==> config.mk <==
export PLATFORM = sky130hd
export DESIGN_NAME = hilo_unit
export DESIGN_NICKNAME = d
export VERILOG_FILES = /design/src/rtl/hilo_unit_pkg.sv /design/src/rtl/hilo_unit.sv
export SDC_FILE = /design/constraint.sdc
export NUM_CORES = 1
export LEC_CHECK = 0
export CORE_UTILIZATION = 40
export CTS_CLUSTER_DIAMETER = 40
export DETAILED_ROUTE_END_ITERATION = 6
export HOLD_SLACK_MARGIN = 0.03
export PLACE_DENSITY = 0.8
export SYNTH_ARGS = -nofsm -noshare
export SYNTH_HDL_FRONTEND = slang
export SYNTH_SLANG_ARGS = --single-unit
==> constraint.sdc <==
create_clock -name clk -period 2.44 [get_ports clk]
set_clock_uncertainty 0.05 [all_clocks]
set_input_delay 0.488 -clock clk [delete_from_list [all_inputs] [get_ports clk]]
set_output_delay 0.488 -clock clk [all_outputs]
set_load 0.005 [all_outputs]
==> src/rtl/hilo_unit_pkg.sv <==
// Shared encodings and defaults for the HI/LO multiply/divide sequencers.
package hilo_unit_pkg;

    localparam int HILO_WIDTH    = 32;
    localparam int HILO_MULT_LAT = 36;
    localparam int HILO_CNT_W    = 6;

    typedef enum logic [1:0] {
        ST_IDLE    = 2'd0,
        ST_ISSUE   = 2'd1,
        ST_WAIT    = 2'd2,
        ST_CAPTURE = 2'd3
    } hilo_state_t;

endpackage

==> src/rtl/hilo_unit.sv <==
// MULT sequencer and architectural HI/LO registers wrapped around the Booth multiplier.
module hilo_unit
    import hilo_unit_pkg::*;
#(
    parameter int WIDTH    = HILO_WIDTH,
    parameter int MULT_LAT = HILO_MULT_LAT,
    parameter int CNT_W    = HILO_CNT_W
) (
    input  logic             clk,
    input  logic             rst,
    input  logic             start,
    input  logic             abort,
    input  logic [WIDTH-1:0] op_a,
    input  logic [WIDTH-1:0] op_b,
    input  logic             hi_we,
    input  logic             lo_we,
    input  logic [WIDTH-1:0] wdata,
    input  logic [WIDTH-1:0] mult_hi,
    input  logic [WIDTH-1:0] mult_lo,
    output logic [WIDTH-1:0] mult_a,
    output logic [WIDTH-1:0] mult_b,
    output logic             mult_init,
    output logic             mult_stop,
    output logic             busy,
    output logic             done,
    output logic [WIDTH-1:0] hi_q,
    output logic [WIDTH-1:0] lo_q
);

    hilo_state_t      state, state_d;
    logic [CNT_W-1:0] cnt, cnt_d;
    logic [WIDTH-1:0] a_d, b_d, hi_d, lo_d;
    logic             init_d, stop_d, done_d;

    always_ff @(posedge clk) begin
        if (!rst) begin
            state     <= ST_IDLE;
            cnt       <= '0;
            mult_a    <= '0;
            mult_b    <= '0;
            hi_q      <= '0;
            lo_q      <= '0;
            mult_init <= 1'b0;
            mult_stop <= 1'b0;
            busy      <= 1'b0;
            done      <= 1'b0;
        end else begin
            state     <= state_d;
            cnt       <= cnt_d;
            mult_a    <= a_d;
            mult_b    <= b_d;
            hi_q      <= hi_d;
            lo_q      <= lo_d;
            mult_init <= init_d;
            mult_stop <= stop_d;
            busy      <= (state_d != ST_IDLE);
            done      <= done_d;
        end
    end

    // Pulses are computed for the next state so they leave the flops clean.
    always_comb begin
        state_d = state;
        cnt_d   = cnt;
        a_d     = mult_a;
        b_d     = mult_b;
        hi_d    = hi_q;
        lo_d    = lo_q;
        init_d  = 1'b0;
        stop_d  = 1'b0;
        done_d  = 1'b0;
        unique case (state)
            ST_IDLE: begin
                if (hi_we) hi_d = wdata;
                if (lo_we) lo_d = wdata;
                if (start) begin
                    a_d     = op_a;
                    b_d     = op_b;
                    init_d  = 1'b1;
                    state_d = ST_ISSUE;
                end
            end
            ST_ISSUE: begin
                if (abort) begin
                    stop_d  = 1'b1;
                    cnt_d   = '0;
                    state_d = ST_IDLE;
                end else begin
                    cnt_d   = CNT_W'(MULT_LAT - 1);
                    state_d = ST_WAIT;
                end
            end
            ST_WAIT: begin
                if (abort) begin
                    stop_d  = 1'b1;
                    cnt_d   = '0;
                    state_d = ST_IDLE;
                end else if (cnt == '0) begin
                    // Product is latched on entry so HI/LO are valid while done is high.
                    hi_d    = mult_hi;
                    lo_d    = mult_lo;
                    done_d  = 1'b1;
                    state_d = ST_CAPTURE;
                end else begin
                    cnt_d = cnt - 1'b1;
                end
            end
            ST_CAPTURE: begin
                state_d = ST_IDLE;
            end
            default: begin
                state_d = ST_IDLE;
            end
        endcase
    end

endmodule

# Yosys cells after proc, flatten, opt, wreduce, memory -nomap -nowiden
# Cells that the tools add are included.
[totals]
ram_bits = 0
wordCells = 54
reg_bits = 140
romBits = 0
output_inout_bits = 132
latchBits = 0
n_memories = 0
[op_classes]
mux = 20
reduce_logical = 13
div = 0
bitwise_logic = 2
magnitude_cmp = 0
n_addsub = 1
multipliers = 0
n_eq_ne = 8
shift = 0
[ops]
columns = ["operator", "count"]
rows = [
  ["two-way mux 32 bit", 6],
  ["one-hot mux 32 bit (2 select lines)", 2],
  ["two-way mux 6 bit", 3],
  ["one-hot mux 6 bit (2 select lines)", 1],
  ["two-way mux 2 bit", 4],
  ["inequality test 2 bit, second input constant", 4],
  ["one-hot mux 2 bit (4 select lines)", 1],
  ["AND reduction 2 bit", 4],
  ["AND reduction 4 bit", 2],
  ["zero test 6 bit", 1],
  ["nonzero test 2 bit", 3],
  ["subtractor 6 x 1 -> 6 bit, second input constant", 1],
  ["== test 2 bit, second input constant", 2],
  ["two-way mux 1 bit", 3],
  ["inequality test 3 bit, second input constant", 1],
  ["OR reduction 3 bit", 1],
  ["== test 2 x 1 -> 1 bit, second input constant", 1],
  ["zero test 2 bit", 1],
  ["NOT 1 bit", 2],
  ["OR reduction 2 bit", 1],
]

# Depth between registers and ports, before layout
# Gate-level depths: netlist of run 1.
[logic_depth]
depth_word = 5
depth_mapped = 9

# Least setup slack after synthesis of run 1
# OpenSTA, ideal clock, no wires.
[synth_timing]
kind = "register -> register"
start = "register state[0]"
end = "register hi_q[10]"
required_time_ns = 2.244
period_less_slack_ns = 1.736
path_buffers = 2
setup_ns = 0.146
slack_ns = 0.704
arrival_ns = 1.539
stages_incl_launch_ff = 9
cell_sequence = "dfxtp_1 -> inv_1 -> ha_1 -> nor2b_4 -> a32o_2 -> buf_4 -> buf_4 -> a21oi_1 -> a211oi_2"
[synth_via]
elab_chain_cells = 3
word_cells_on_any_way = 8
cone_classes = "4 x eq/ne; 1 x mux; 3 x reduce/logical"
[synth_lines]
columns = ["item", "line_no", "text"]
rows = [
  ["start: declaration", "hilo_unit.sv:30", "hilo_state_t state, state_d;"],
  ["start signal: assignment", "hilo_unit.sv:48", "state <= state_d;"],
  ["== test 2 bit / zero test 2 bit (equally long branches)", "hilo_unit.sv:72", "unique case (state)"],
  ["inequality test 2 bit (no source line) / nonzero test 2 bit (equally long branches)", "-", ""],
  ["AND reduction 4 bit (no source line)", "-", ""],
  ["end signal: assignment", "hilo_unit.sv:52", "hi_q <= hi_d;"],
  ["end: declaration", "hilo_unit.sv:26", "output logic [WIDTH-1:0] hi_q,"],
]
# Several ways; a longest one is shown, not always the timed one.
# A chain may end at the register's enable or synchronous reset.

# Final worst setup path of run 1
[layout_timing]
start = "register state[0]"
end = "register lo_q[2]"
[layout_via]
elab_chain_cells = 3
word_cells_on_any_way = 8
cone_classes = "4 x eq/ne; 1 x mux; 3 x reduce/logical"
[layout_lines]
columns = ["item", "line_no", "text"]
rows = [
  ["== test 2 bit / zero test 2 bit (equally long branches)", "hilo_unit.sv:72", ""],
  ["inequality test 2 bit (no source line) / nonzero test 2 bit (equally long branches)", "-", ""],
  ["AND reduction 4 bit (no source line)", "-", ""],
  ["end signal: assignment", "hilo_unit.sv:53", "lo_q <= lo_d;"],
  ["end: declaration", "hilo_unit.sv:27", "output logic [WIDTH-1:0] lo_q"],
]
# Several ways; a longest one is shown, not always the timed one.

==> metrics.txt, run 1 <==
outcome=complete, no violations; Starting Density=0.4110; n_diodes=0; CP required=roughly 2.7 ns; crit path DAT=2.26 ns; Clock Latency Late Sink=around 0.4 ns; #FFs+latches synth=140; grt ovf=0; post-DP HPWL=roughly 13 mm; VDD IR max=0.5089 mV; Worst-path clk slew=0.06 ns; initial drt markers=around 330; Tcrit/Tclk final=0.8377; multi-input logic area=0.002830 mm^2; pre-CTS setup slack=just under 0.2 ns; final hold vios=0; CP Capture Type=flip-flop; max-slew violations=0; post_cts resized=0; total power=about 0.008 W; CTS tree=built; total of fill cells in the finished design=between 1000 and 1500; Syn Std Cell Area=roughly 0.006 mm^2; Unique masters post-synth=39; Final #Nets=around 1100; largest cells by area after synthesis=dfxtp_1 47%, a21oi_1 16%, a211oi_2 13%; row cnt=44; Setup TNS=0 ns; placed instance count=1119; layout cells sized above 1=0.1222; most frequent cells in the layout=297 x clkdlybuf4s50_1, 195 x a21oi_1, 140 x dfxtp_1, 130 x nand2_1, 60 x a211oi_2; worst hold start=mult_a[20]; die area=0.01543 mm^2; most common cell after layout, fill and taps aside=clkdlybuf4s50_1; area leader, netlist=dfxtp_1; H-tree levels=4; vias in the first global route=just under 6000; clock sink count=between 100 and 150; top cell type's share of synthesized area=0.4692; post-synthesis instance total=between 600 and 700; Crit Path Class=flip-flop to flip-flop; crit-path max cell delay=0.58 ns; 1st-pass router iterations=5; first-pass GRT wire length=29.48 mm; setup slack after layout=0.3959 ns; die width=124.2 um; critical path fanouts, max=74; CTS Buffer Depth=2; Overall Global Routing Usage=0.2369; CP Launch Point=state[0]; slew margin rel.=0.5231; Least-Margin Pin Slew=0.7154 ns; wire per inst=~16 um; Leakage=between 3 and 4 nW; initial antenna violation count=0; Post-CTS Setup Inserts=0; hold_buf cts=0; Worst Hold Class=flip-flop to flip-flop; final wirelength=between 15 and 20 mm; Tmin final=slightly above 2 ns; Max Clock Freq=approximately 0.49 GHz; Vias/cell=5.121; Routed Antenna Nets=0; vias=5889; routability cong.=between 0.8 and 0.9; Seq/Total Area, Yosys=0.4692; syn avg cell area=between 8 and 9 um^2; non-filler cells, final=approximately 1200; CTS Buf Count=17; footprint of the flip-flops and latches=0.002803 mm^2; Root Buffer=clkbuf_16; final setup fails=0; port bufs=297; synth warn=0; Die Y=between 100 and 150 um; slowest stage cell, crit path=buf_4; pwr/cell area=837.6 mW/mm^2; utilization after layout=0.6649; DRC errors left=0; Max Cap Viol=0; RSZ-0062 raised after global routing=no; cells along the critical path=inv_1, ha_4, buf_4, nor2b_1, a21oi_1, a211oi_2; num ports=298; Syn Nets=853; synthesis-to-layout area growth=61.77%; type of origin of the critical path=flip-flop; FF-to-FF Start=state[0]; largest net degree at the start of global routing=75; core area=roughly 0.015 mm^2
-- flip-flops by register name, indices dropped and copies added (netlist names), 2 cells and up --
| name | cells |
|---|---|
| lo_q | 32 |
| hi_q | 32 |
| cnt | 6 |
| mult_b | 32 |
| mult_a | 32 |
| state | 2 |
-- synth_stat cells, drive strengths merged --
cell type	instances
o21bai	1
nand2b	3
nor2	9
o311a	1
o31ai	1
and3	2
or3	1
inv	6
and2	3
nor3b	1
buf	30
o22ai	1
nand3	1
a41oi	1
or4	1
or3b	1
nor4	1
a31oi	1
dfxtp	140
a32o	1
clkbuf	33
a211oi	64
a22oi	1
a21oi	195
nor2b	32
nor3	6
nand2	131
o21a	1
mux2i	4
nand3b	1
ha	5
o21ai	3
-- worst max-delay path, delay by kind of cell (launching register included) --
| family | cells | cell delay (ns) |
|---|---|---|
| flip-flops | 1 | 0.33 |
| buffers and inverters | 2 | 0.70 |
| AND/OR/NAND/NOR | 1 | 0.22 |
| AO/OA/AOI/OAI | 2 | 0.33 |
| adder cells (fa/ha/maj) | 1 | 0.22 |
-- worst paths after layout --
kind,endpoint,slack [ns],cells past startpoint
min reg2reg,mult_a[20],0.40,2
min,mult_a[20],0.40,2
max,lo_q[2],0.40,6
max reg2reg,lo_q[2],0.40,6
-- stage by stage --
step / hold slack [ns] / cell area, um^2
after floorplan: 0.4027 / 5973
after global placement: 0.3901 / 9044
after detailed placement: 0.3957 / 9044
after CTS: 0.4039 / 9663
after global routing: 0.4195 / 9663
final: 0.4017 / 9663
-- report_power, final --
group          switching [W]  total [W]  internal, W
sequential          0.000198    0.00286      0.00266
combinational        0.00119    0.00252      0.00133
clock               0.000996    0.00271      0.00171
-- kinds of logic (layout without fill, tap and decap cells) --
family / after synthesis / after routing / synth area share
muxes: 4 / 4 / 0.006703
buffers and inverters: 69 / 353 / 0.05970
AOI/OAI and AO/OA: 271 / 271 / 0.3088
and+or+nand+nor: 193 / 193 / 0.1452
DFF: 140 / 140 / 0.4692
adders and majority gates: 5 / 5 / 0.01047
-- routing by layer --
metal  global-route usage  routed length (um)
met1               0.2786                7603
met2               0.3952                8873
met3              0.08103                1450
met4              0.09072                 370
met5                    0                   0
-- layout make-up --
type | count | area share
Inverter | 6 | 0.002849
Timing Repair Buffer | 316 | 0.3263
Sequential cell | 140 | 0.2900
Clock buffer | 18 | 0.04441
Tap cell | 184 | 0.02382
Multi-Input combinational cell | 473 | 0.2929
Clock inverter | 13 | 0.01968
Power figures use the tool's default switching activity.
==> run 2: changes to the inputs <==
CORE_UTILIZATION = 37   (was 40)
PLACE_DENSITY = 0.78   (was 0.8)
clock period = 1.79 ns   (was 2.44 ns; I/O delays follow)
==> metrics.txt, run 2 (synthesis results as in run 1) <==
outcome=finished, violations left; failing checks=negative setup slack; met3 GRT Util=0.08134; 1st-pass router iterations=4; Clock Latency Late Sink=0.42 ns; Crit Path Class=flip-flop to flip-flop; Routed Antenna Nets=0; Root Buffer=clkbuf_16; final setup fails=1; CP Launch Point=cnt[1]; largest net degree at the start of global routing=roughly 70; crit path DAT=2.10 ns; Max Clock Freq=0.5538 GHz; Hold Slack=0.4030 ns; CTS Buffer Depth=2; core area=roughly 0.016 mm^2; vias=6110; Overall Global Routing Usage=0.2271; clock sink count=140; CTS tree=built; max-slew violations=0; R2R Setup Slk=-0.02 ns; Leakage=between 3 and 4 nW; Final #Nets=1158; final wirelength=20.37 mm; initial antenna violation count=0; type of origin of the critical path=flip-flop; die width=between 100 and 150 um; wire per inst=approximately 17 um; met2 Use GR=0.3889; num ports=between 200 and 300; row cnt=46; H-tree levels=4; n_diodes=0; post-DP HPWL=approximately 14 mm; worst flop-to-flop path endpoint=lo_q[17]; layout cells sized above 1=0.1870; RSZ-0062 raised after global routing=yes; first-pass GRT wire length=slightly below 30 mm; most common cell after layout, fill and taps aside=clkdlybuf4s50_1; VDD IR max=~0.71 mV; setup slack after layout=-0.01583 ns; vias in the first global route=5702; Max Cap Viol=0; grt ovf=0; port bufs=297; DRC errors left=0; CP Capture Type=flip-flop; most frequent cells in the layout=297 x clkdlybuf4s50_1, 174 x a21oi_1, 135 x dfxtp_1, 130 x nand2_1, 60 x a211oi_2; Tcrit/Tclk final=1.009; FF-to-FF Start=cnt[1]; Starting Density=0.3774; critical path fanouts, max=9; routability cong.=around 0.8; pwr/cell area=around 1100 mW/mm^2; CP required=~2.1 ns; Worst R2R Path Depth=8; Least-Margin Pin Slew=around 0.33 ns; Worst-path clk slew=~0.06 ns; synthesis-to-layout area growth=72.50%; utilization after layout=0.6510; met1 Use GR=0.2540; Die Y=between 100 and 150 um; crit path to=lo_q[17]; slew margin rel.=0.7817; initial drt markers=about 300; die area=around 0.017 mm^2; GRT Max-Usage Layer=met2; Worst Hold Class=flip-flop to flip-flop; final hold vios=0; CTS Buf Count=17; Vias/cell=roughly 5.0; Tmin final=between 1.5 and 2 ns
==> run 2: cell types whose count changed in the layout (fill, tap and decap cells not counted), moves of 4 or more <==
| cell | previous run | this run |
|---|---|---|
| a21oi_1 | 195 | 174 |
| a21oi_2 | 0 | 20 |
| buf_12 | 3 | 13 |
| buf_4 | 16 | 25 |
| buf_6 | 0 | 4 |
| clkbuf_16 | 17 | 21 |
| dfxtp_1 | 140 | 135 |
| dfxtp_2 | 0 | 5 |
==> run 2: metal layers <==
metal	share of wire	vias up
met5	0	-
met2	0.49	246
met4	0.022	0
met3	0.089	31
met1	0.40	2835
li1	-	2998
==> run 2: critical path: stages, from the launching register on <==
cell and delay, ns:
dfxtp_2 0.33, inv_2 0.08, ha_4 0.13, nor3b_4 0.18, a32o_2 0.32, buf_12 0.19, clkbuf_16 0.16, a21oi_1 0.08
a211oi_2 0.22
==> run 2: area by class of cell <==
class                   count  area (um^2)
clock inverters            14        160.2
well taps                 216        270.3
inverters                   6        25.02
multi-input cells         476         2977
fillers                  1291         5524
repair buffers            346         3623
flip-flops and latches    140         2809
clock buffers              18        439.2
==> run 2: how the worst min path moves through the flow <==
stage	slack, ns	depth (start not counted)	to	startpoint
4_1_cts	0.40	2	mult_a[21]	mult_a[21]
3_5_place_dp	0.40	2	mult_b[24]	mult_b[24]
3_3_place_gp	0.39	2	mult_a[2]	mult_a[2]
6_report	0.40	2	mult_b[2]	mult_b[2]
5_1_grt	0.42	2	mult_a[26]	mult_a[26]
2_1_floorplan	0.40	2	mult_a[0]	mult_a[0]
==> run 2: metrics by stage <==
stage | area, um^2 | cells | worst slack (ns) | TNS [ns] | total power (W)
after global placement | 9264 | 1167 | -0.2997 | -17.48 | 0.007510
after global routing | 10300 | 1216 | -0.1184 | -1.815 | 0.01226
final | 10300 | 1216 | -0.01583 | -0.01583 | 0.01171
after CTS | 9943 | 1202 | -0.02365 | -0.1432 | 0.01132
after floorplan | 5973 | 682 | 0.05447 | 0 | 0.005794
after detailed placement | 9264 | 1167 | -0.3157 | -18.81 | 0.007586
==> run 2: timing repair <==
action,in CTS,in global routing
endpoints found under the setup margin,64,102
hold buffers,0,0
cloned,2,5
hold endpoints to repair,0,0
setup buffers,1,9
pin swaps,2,10
gates resized for setup,17,35
==> run 2: power by group <==
group / switching (W) / internal (W) / total (W) / leakage [nW]
sequential: 0.000304 / 0.00363 / 0.00393 / 1.16
clock: 0.00146 / 0.00212 / 0.00358 / 0.286
combinational: 0.00186 / 0.00233 / 0.00419 / 2.33
